**src/rtl/stream_min_finder.sv**
```systemverilog
// Streaming frame minimum finder: reports the minimum, the index of its first occurrence, the frame length and an overflow flag.
// Optional tie counting (out_count) is enabled by defining STREAM_MIN_TIE_COUNT_EN.
module stream_min_finder #(
  parameter int INPUT_SIZE = 4,
  parameter int IDX_WIDTH  = 8
) (
  input  logic                  clk,
  input  logic                  rst_n,
  input  logic                  in_valid,
  output logic                  in_ready,
  input  logic [INPUT_SIZE-1:0] in_data,
  input  logic                  in_last,
  output logic                  out_valid,
  input  logic                  out_ready,
  output logic [INPUT_SIZE-1:0] out_min,
  output logic [IDX_WIDTH-1:0]  out_idx,
  output logic [IDX_WIDTH:0]    out_len,
  output logic                  out_ovf
`ifdef STREAM_MIN_TIE_COUNT_EN
  ,
  output logic [IDX_WIDTH:0]    out_count
`endif
);

  typedef enum logic [1:0] {
    IDLE  = 2'd0,
    ACCUM = 2'd1,
    DONE  = 2'd2
  } state_t;

  localparam logic [IDX_WIDTH:0] MAX_LEN = {1'b1, {IDX_WIDTH{1'b0}}};
  localparam logic [IDX_WIDTH:0] ONE     = (IDX_WIDTH+1)'(1);

  state_t                r_state;
  logic [INPUT_SIZE-1:0] r_min;
  logic [IDX_WIDTH-1:0]  r_idx;
  logic [IDX_WIDTH:0]    r_len;
  logic                  r_ovf;
  logic                  w_accept;
  logic                  w_full;
  logic                  w_less;
  logic                  w_equal;

  // Length never wraps: once the frame holds 2^IDX_WIDTH elements it saturates.
  function automatic logic [IDX_WIDTH:0] len_sat_inc(input logic [IDX_WIDTH:0] len);
    return (len == MAX_LEN) ? len : len + ONE;
  endfunction

  assign in_ready  = rst_n && (r_state != DONE);
  assign out_valid = (r_state == DONE);
  assign w_accept  = in_valid && in_ready;
  assign w_full    = (r_len == MAX_LEN);
  assign w_less    = (in_data < r_min);
  assign w_equal   = (in_data == r_min);

  assign out_min = r_min;
  assign out_idx = r_idx;
  assign out_len = r_len;
  assign out_ovf = r_ovf;

  always_ff @(posedge clk or negedge rst_n) begin
    if (!rst_n) begin
      r_state <= IDLE;
      r_min   <= '0;
      r_idx   <= '0;
      r_len   <= '0;
      r_ovf   <= 1'b0;
    end else begin
      case (r_state)
        IDLE: begin
          if (w_accept) begin
            r_min   <= in_data;
            r_idx   <= '0;
            r_len   <= ONE;
            r_ovf   <= 1'b0;
            r_state <= in_last ? DONE : ACCUM;
          end
        end
        ACCUM: begin
          if (w_accept) begin
            // Strict less-than keeps the earliest index on ties.
            if (w_full) begin
              r_ovf <= 1'b1;
            end else if (w_less) begin
              r_min <= in_data;
              r_idx <= r_len[IDX_WIDTH-1:0];
            end
            r_len <= len_sat_inc(r_len);
            if (in_last) r_state <= DONE;
          end
        end
        DONE: begin
          if (out_ready) r_state <= IDLE;
        end
        default: r_state <= IDLE;
      endcase
    end
  end

`ifdef STREAM_MIN_TIE_COUNT_EN
  logic [IDX_WIDTH:0] r_count;

  assign out_count = r_count;

  // Overflowed beats are never compared, so they never touch the tie count.
  always_ff @(posedge clk or negedge rst_n) begin
    if (!rst_n) begin
      r_count <= '0;
    end else if (w_accept) begin
      if (r_state == IDLE) begin
        r_count <= ONE;
      end else if (r_state == ACCUM && !w_full) begin
        if (w_less)       r_count <= ONE;
        else if (w_equal) r_count <= r_count + ONE;
      end
    end
  end
`endif

endmodule

```
**config.mk**
```make
export PLATFORM = sky130hd
export DESIGN_NAME = stream_min_finder
export DESIGN_NICKNAME = d
export VERILOG_FILES = /design/src/rtl/stream_min_finder.sv
export SDC_FILE = /design/constraint.sdc
export NUM_CORES = 1
export LEC_CHECK = 0
export ABC_CLOCK_PERIOD_IN_PS = 2100
export CORE_UTILIZATION = 43
export CTS_CLUSTER_SIZE = 25
export DETAILED_ROUTE_END_ITERATION = 10
export PLACE_DENSITY = 0.74
export SYNTH_ARGS = -nofsm -noshare
export SYNTH_HDL_FRONTEND = slang
export SYNTH_SLANG_ARGS = --single-unit
```
**constraint.sdc**
```tcl
create_clock -name clk -period 2.1 [get_ports clk]
set_clock_uncertainty 0.1 [all_clocks]
set_input_delay 0.21 -clock clk [delete_from_list [all_inputs] [get_ports clk]]
set_output_delay 0.21 -clock clk [all_outputs]
set_load 0.005 [all_outputs]
```
-- Yosys cells after proc, flatten, opt, wreduce, memory -nomap -nowiden
Index checks and enable logic that the tools add are counted.
- logic and storage cells: 50
- bits of input ports: 9
- output and inout port bits: 24
- flip-flop bits (word level): 24
- reductions and logical operators: 8
- order comparisons: 1
- $add $sub $neg: 1
- multiplexer cells: 24
- equality and inequality tests: 11
- operators with widths (operator ; number):
    2-to-1 mux 8 bit ; 4
    2-to-1 mux 9 bit ; 3
    one-hot mux 9 bit (2 select lines) ; 1
    2-to-1 mux 4 bit ; 4
    one-hot mux 8 bit (2 select lines) ; 1
    != test 2 bit, second input constant ; 7
    AND reduction 4 bit ; 3
    2-to-1 mux 2 bit ; 5
    adder 9 x 1 -> 9 bit, second input constant ; 1
    equality test 9 bit, second input constant ; 1
    one-hot mux 4 bit (2 select lines) ; 1
    one-hot mux 2 bit (3 select lines) ; 1
    AND reduction 5 bit ; 1
    less-than comparator 4 bit ; 1
    2-to-1 mux 1 bit ; 3
    equality test 2 x 1 -> 1 bit, second input constant ; 1
    equality test 2 bit, second input constant ; 1
    logical AND 1 bit ; 2
    zero test 2 bit ; 1
    != test 2 x 1 -> 1 bit, second input constant ; 1
    one-hot mux 1 bit (2 select lines) ; 1
    nonzero test 2 bit ; 1

-- Logic depth before layout (Yosys ltp)
- depth after elaboration: 5
- depth in mapped cells: 7
- gate-level depth less buffers: 6

-- Worst setup path before layout
Ideal clock, no wire load.
- kind: register to register
- from: reg r_len[0] (netlist: out_len[0])
- to: reg r_min[2] (netlist: out_min[2])
- arrival: 1.746 ns
- setup slack: 0.129 ns
- required time: 1.875 ns
- setup time: 0.125 ns
- clock period less this slack: 1.971 ns
- cell stages (with the launch flop): 8
- buffers on the path: 1
- cells stage by stage: dfrtp_1 inv_1 ha_1 and3b_1 a31oi_2 o31a_4 buf_6 mux2_4
- longest elaborated chain between the ends: 3
- RTL lines (element ; RTL line ; RTL):
    start, declared ; 37 ; logic [IDX_WIDTH:0] r_len;
    start signal, assigned ; 88 ; r_len <= len_sat_inc(r_len);
    equality test 9 bit ; 52 ; assign w_full = (r_len == MAX_LEN);
    != test 2 bit (no source line) ; n/a ;
    AND reduction 5 bit (no source line) ; n/a ;
    end signal, assigned ; 72 ; r_min <= in_data;
    end signal, assigned ; 85 ; r_min <= in_data;
    end, declared ; 35 ; logic [INPUT_SIZE-1:0] r_min;
Every way passes these cells.
A chain may end at the register's enable or synchronous reset.

-- Final worst setup path
- from: reg r_len[0] (netlist: out_len[0])
- to: reg r_idx[7] (netlist: out_idx[7])
- longest elaborated chain between the ends: 3
- RTL lines (element ; RTL line ; RTL):
    equality test 9 bit ; 52 ;
    != test 2 bit (no source line) ; n/a ;
    AND reduction 5 bit (no source line) ; n/a ;
    end signal, assigned ; 86 ; r_idx <= r_len[IDX_WIDTH-1:0];
    end, declared ; 36 ; logic [IDX_WIDTH-1:0] r_idx;
Every way passes these cells.

==> results.yml <==
final_layout:
  drive_above_1_share: 0.145
  fill_cells: 257
  final_cells: 197
  layout_common_cells: "clkdlybuf4s50_1, dfrtp_1, inv_1"
  multiInputGateArea_um2: 626
  final_area_um2: 1740
  regArea_um2: 602
  final_nets: 182
  antenna_cells: 0
  layout_commonest_cell: "clkdlybuf4s50_1"
  syn2layout_area_growth_pct: 33.7
cts:
  insertion_delay_ps: 310
  htreeDepth: 1
  cts-root-buf: "clkbuf_4"
  holdBufCountCts: 0
  clk_pin_slew_worst_paths_ps: 130
  cts_buffers: 3
  cts_num_sinks: 24
  cts_tree: "yes"
  cts.path.max_buffers: 2
synthesis:
  synth_top_area_share: 0.462
  muxShareOfSynthArea: 0.112
  synth_compound_area_frac: 0.140
  syn_area_um2: 1300
  synth_ff_type: "dfrtp_1"
  synth_top_family_by_area: "simple AND/OR/NAND/NOR gates"
  ys_seq_elements: 24
  netlist_instances: 126
  async_flop_share: 1.00
  syn-num-nets: 140
  synth_xor_area_frac: 0.00674
  synth-simple-area-share: 0.166
  synth.yosys.seq_area_share: 0.462
  synth_edf_count: 0
  synth_cell_types: 38
  ys_warn_count: 0
  syn_avg_cell_area_um2: 10.3
  yosys-top-cells-area: "dfrtp_1, mux2i_1, ha_1"
  synth-adder-area-share: 0.0482
  yosys.area.top_type: "dfrtp_1"
timing:
  tightestPinTransition_ps: 312
  post-route-period-util: 0.923
  finalMaxSlewViolations: 0
  hold_violations: 0
  setup_viol: 0
  clock.fmax_mhz: 516
  grt_setup_unrepaired: "false"
  period_needed_ps: 1940
  slew_headroom: 0.790
  setup_ws_ps: 162
critical_path:
  cp.arrival_ps: 2080
  r2r_slack_ps: 160
  rr_worst_depth: 7
  crit_path_cell_trace: "inv_1, ha_1, and3b_1, a31oi_2, o31a_4, buf_4, mux2i_1"
  critPathKind: "flop to flop"
  slowest_delay_ps: 410
  cp.required_ps: 2240
  crit_buf_inv: 2
  critPathMaxFanout: 7
  r2r-end: "out_idx[7]"
  worstSetupEndpointType: "flop"
  crit_slowest_cell: "dfrtp_2"
  start_kind: "flop"
  cpLargestDelayFamily: "compound AO/OA/AOI/OAI gates"
  reg2reg_from: "out_len[0]"
floorplanning:
  fp-row-count: 19
  die_width_um: 57.0
  core-area_um2: 2810
  die_area_um2: 3240
  initial_core_util: 0.463
  pin_count: 33
  die_h_um: 57.0
global_routing:
  grt_use_total: 0.198
  grt_max_degree: 19
  overflow: 0
  grt.busiest_layer: "met2"
  gr-usage-met2: 0.326
  antenna_found_initial: 0
  grt_pass1_vias: 1113
  grt_util_met1: 0.265
  grt_pass1_wl_um: 4930
  grtUsageMet3: 0.0295
place:
  place_congestion: 0.850
  io_buffers: 32
  hpwlAfterDp_um: 2160
  dpl_cell_area_um2: 1690
  dp_cells: 192
  place_ws_ps: -95.2
pwr:
  sw_frac_of_total: 0.335
  p_int_mw: 0.967
  p_sw_mw: 0.486
  power_mw: 1.45
  seqPwrFrac: 0.452
  pwr-share-comb: 0.408
  peakVddDrop_v: 0.000373
  power_density_nw_per_um2: 837
  p_leak_nw: 0.750
  p_clk_frac: 0.140
detailed_routing:
  drt_first_pass_iters: 9
  wl_per_cell_um: 14.6
  vias: 1074
  ant_nets: 0
  drt_wl_total_um: 2890
  routed_via_density: 5.45
  drtIter0Drc: 23
  drc: 6
outcome:
  outcome: "finished with violations"
  violations: "DRC"
hold_path:
  hold_path_class: "input port to async pin"
job:
  max-cap-violations: 0
## through the flow
step | hold slack (ps) | utilization | TNS (ps)
finish | 210 | 0.619 | 0
global route | 210 | 0.619 | 0
CTS | 214 | 0.609 | 0
detailed placement | 411 | 0.601 | -711
global placement | 396 | 0.601 | -88.9
floorplan | -186 | - | 0
## Yosys cell counts (2+ instances only)
| library cell | count |
|---|---|
| buf_2 | 2 |
| inv_1 | 16 |
| nand2_1 | 13 |
| nor2_1 | 5 |
| mux2_2 | 4 |
| a22o_1 | 2 |
| a21oi_1 | 2 |
| mux2i_1 | 7 |
| mux2_4 | 2 |
| nand2b_1 | 3 |
| o21a_1 | 2 |
| nand3_1 | 5 |
| ha_1 | 5 |
| o21ai_0 | 9 |
| nor4_1 | 3 |
| dfrtp_1 | 24 |
## routing by layer
| metal | up-vias | routed length, um |
|---|---|---|
| li1 | 517 | - |
| met1 | 519 | 1300 |
| met2 | 34 | 1440 |
| met3 | 4 | 118 |
| met4 | 0 | 27 |
| met5 | - | 0 |
## power groups by stage
stage	clock network (mW)	registers, mW	logic (mW)
2_1_floorplan	0	0.660	0.271
3_3_place_gp	0	0.673	0.519
3_5_place_dp	0	0.677	0.540
4_1_cts	0.207	0.667	0.546
5_1_grt	0.226	0.671	0.659
6_report	0.204	0.656	0.593
## sequential cells by signal, summed over array words and instances (netlist names)
signal and flops:
r_state 2, out_idx 8, out_min 4, out_ovf 1
out_len 9
## area by class of cell
cell class,count,share of cell area
inverters,16,0.0346
flip-flops and latches,24,0.347
repair buffers,41,0.223
multi-input cells,82,0.360
well taps,31,0.0223
clock buffers,3,0.0130
## worst reg2reg max path, delay by kind of cell, from the launching register on
kind                     cells  cell delay (ps)
AO/OA/AOI/OAI                2              490
flip-flops                   1              410
buffers and inverters        2              240
multiplexers                 1              220
AND/OR/NAND/NOR              1              210
adder cells (fa/ha/maj)      1              190
## worst max path at each step
stage,from,to,depth (start not counted)
finish,out_len[0],out_idx[7],7
global route,out_len[0],out_idx[7],7
CTS,out_len[0],out_idx[7],7
detailed placement,in_data[1],out_idx[7],6
global placement,in_data[1],out_min[0],5
floorplan,out_len[0],out_min[2],7
## cell families after synthesis
logic type | Yosys count
muxes | 13
AOI/OAI and AO/OA | 24
and+or+nand+nor | 39
DFF | 24
buffers and inverters | 20
adders and majority gates | 5
xor gates and xnor gates | 1
## timing repair
item | 4_1_cts | 5_1_grt
endpoints found under the hold margin | 0 | 0
gates resized for setup | 0 | 2
buffers inserted | 0 | 2
setup endpoints to repair | 0 | 7
(Power assumes the default switching activity.)
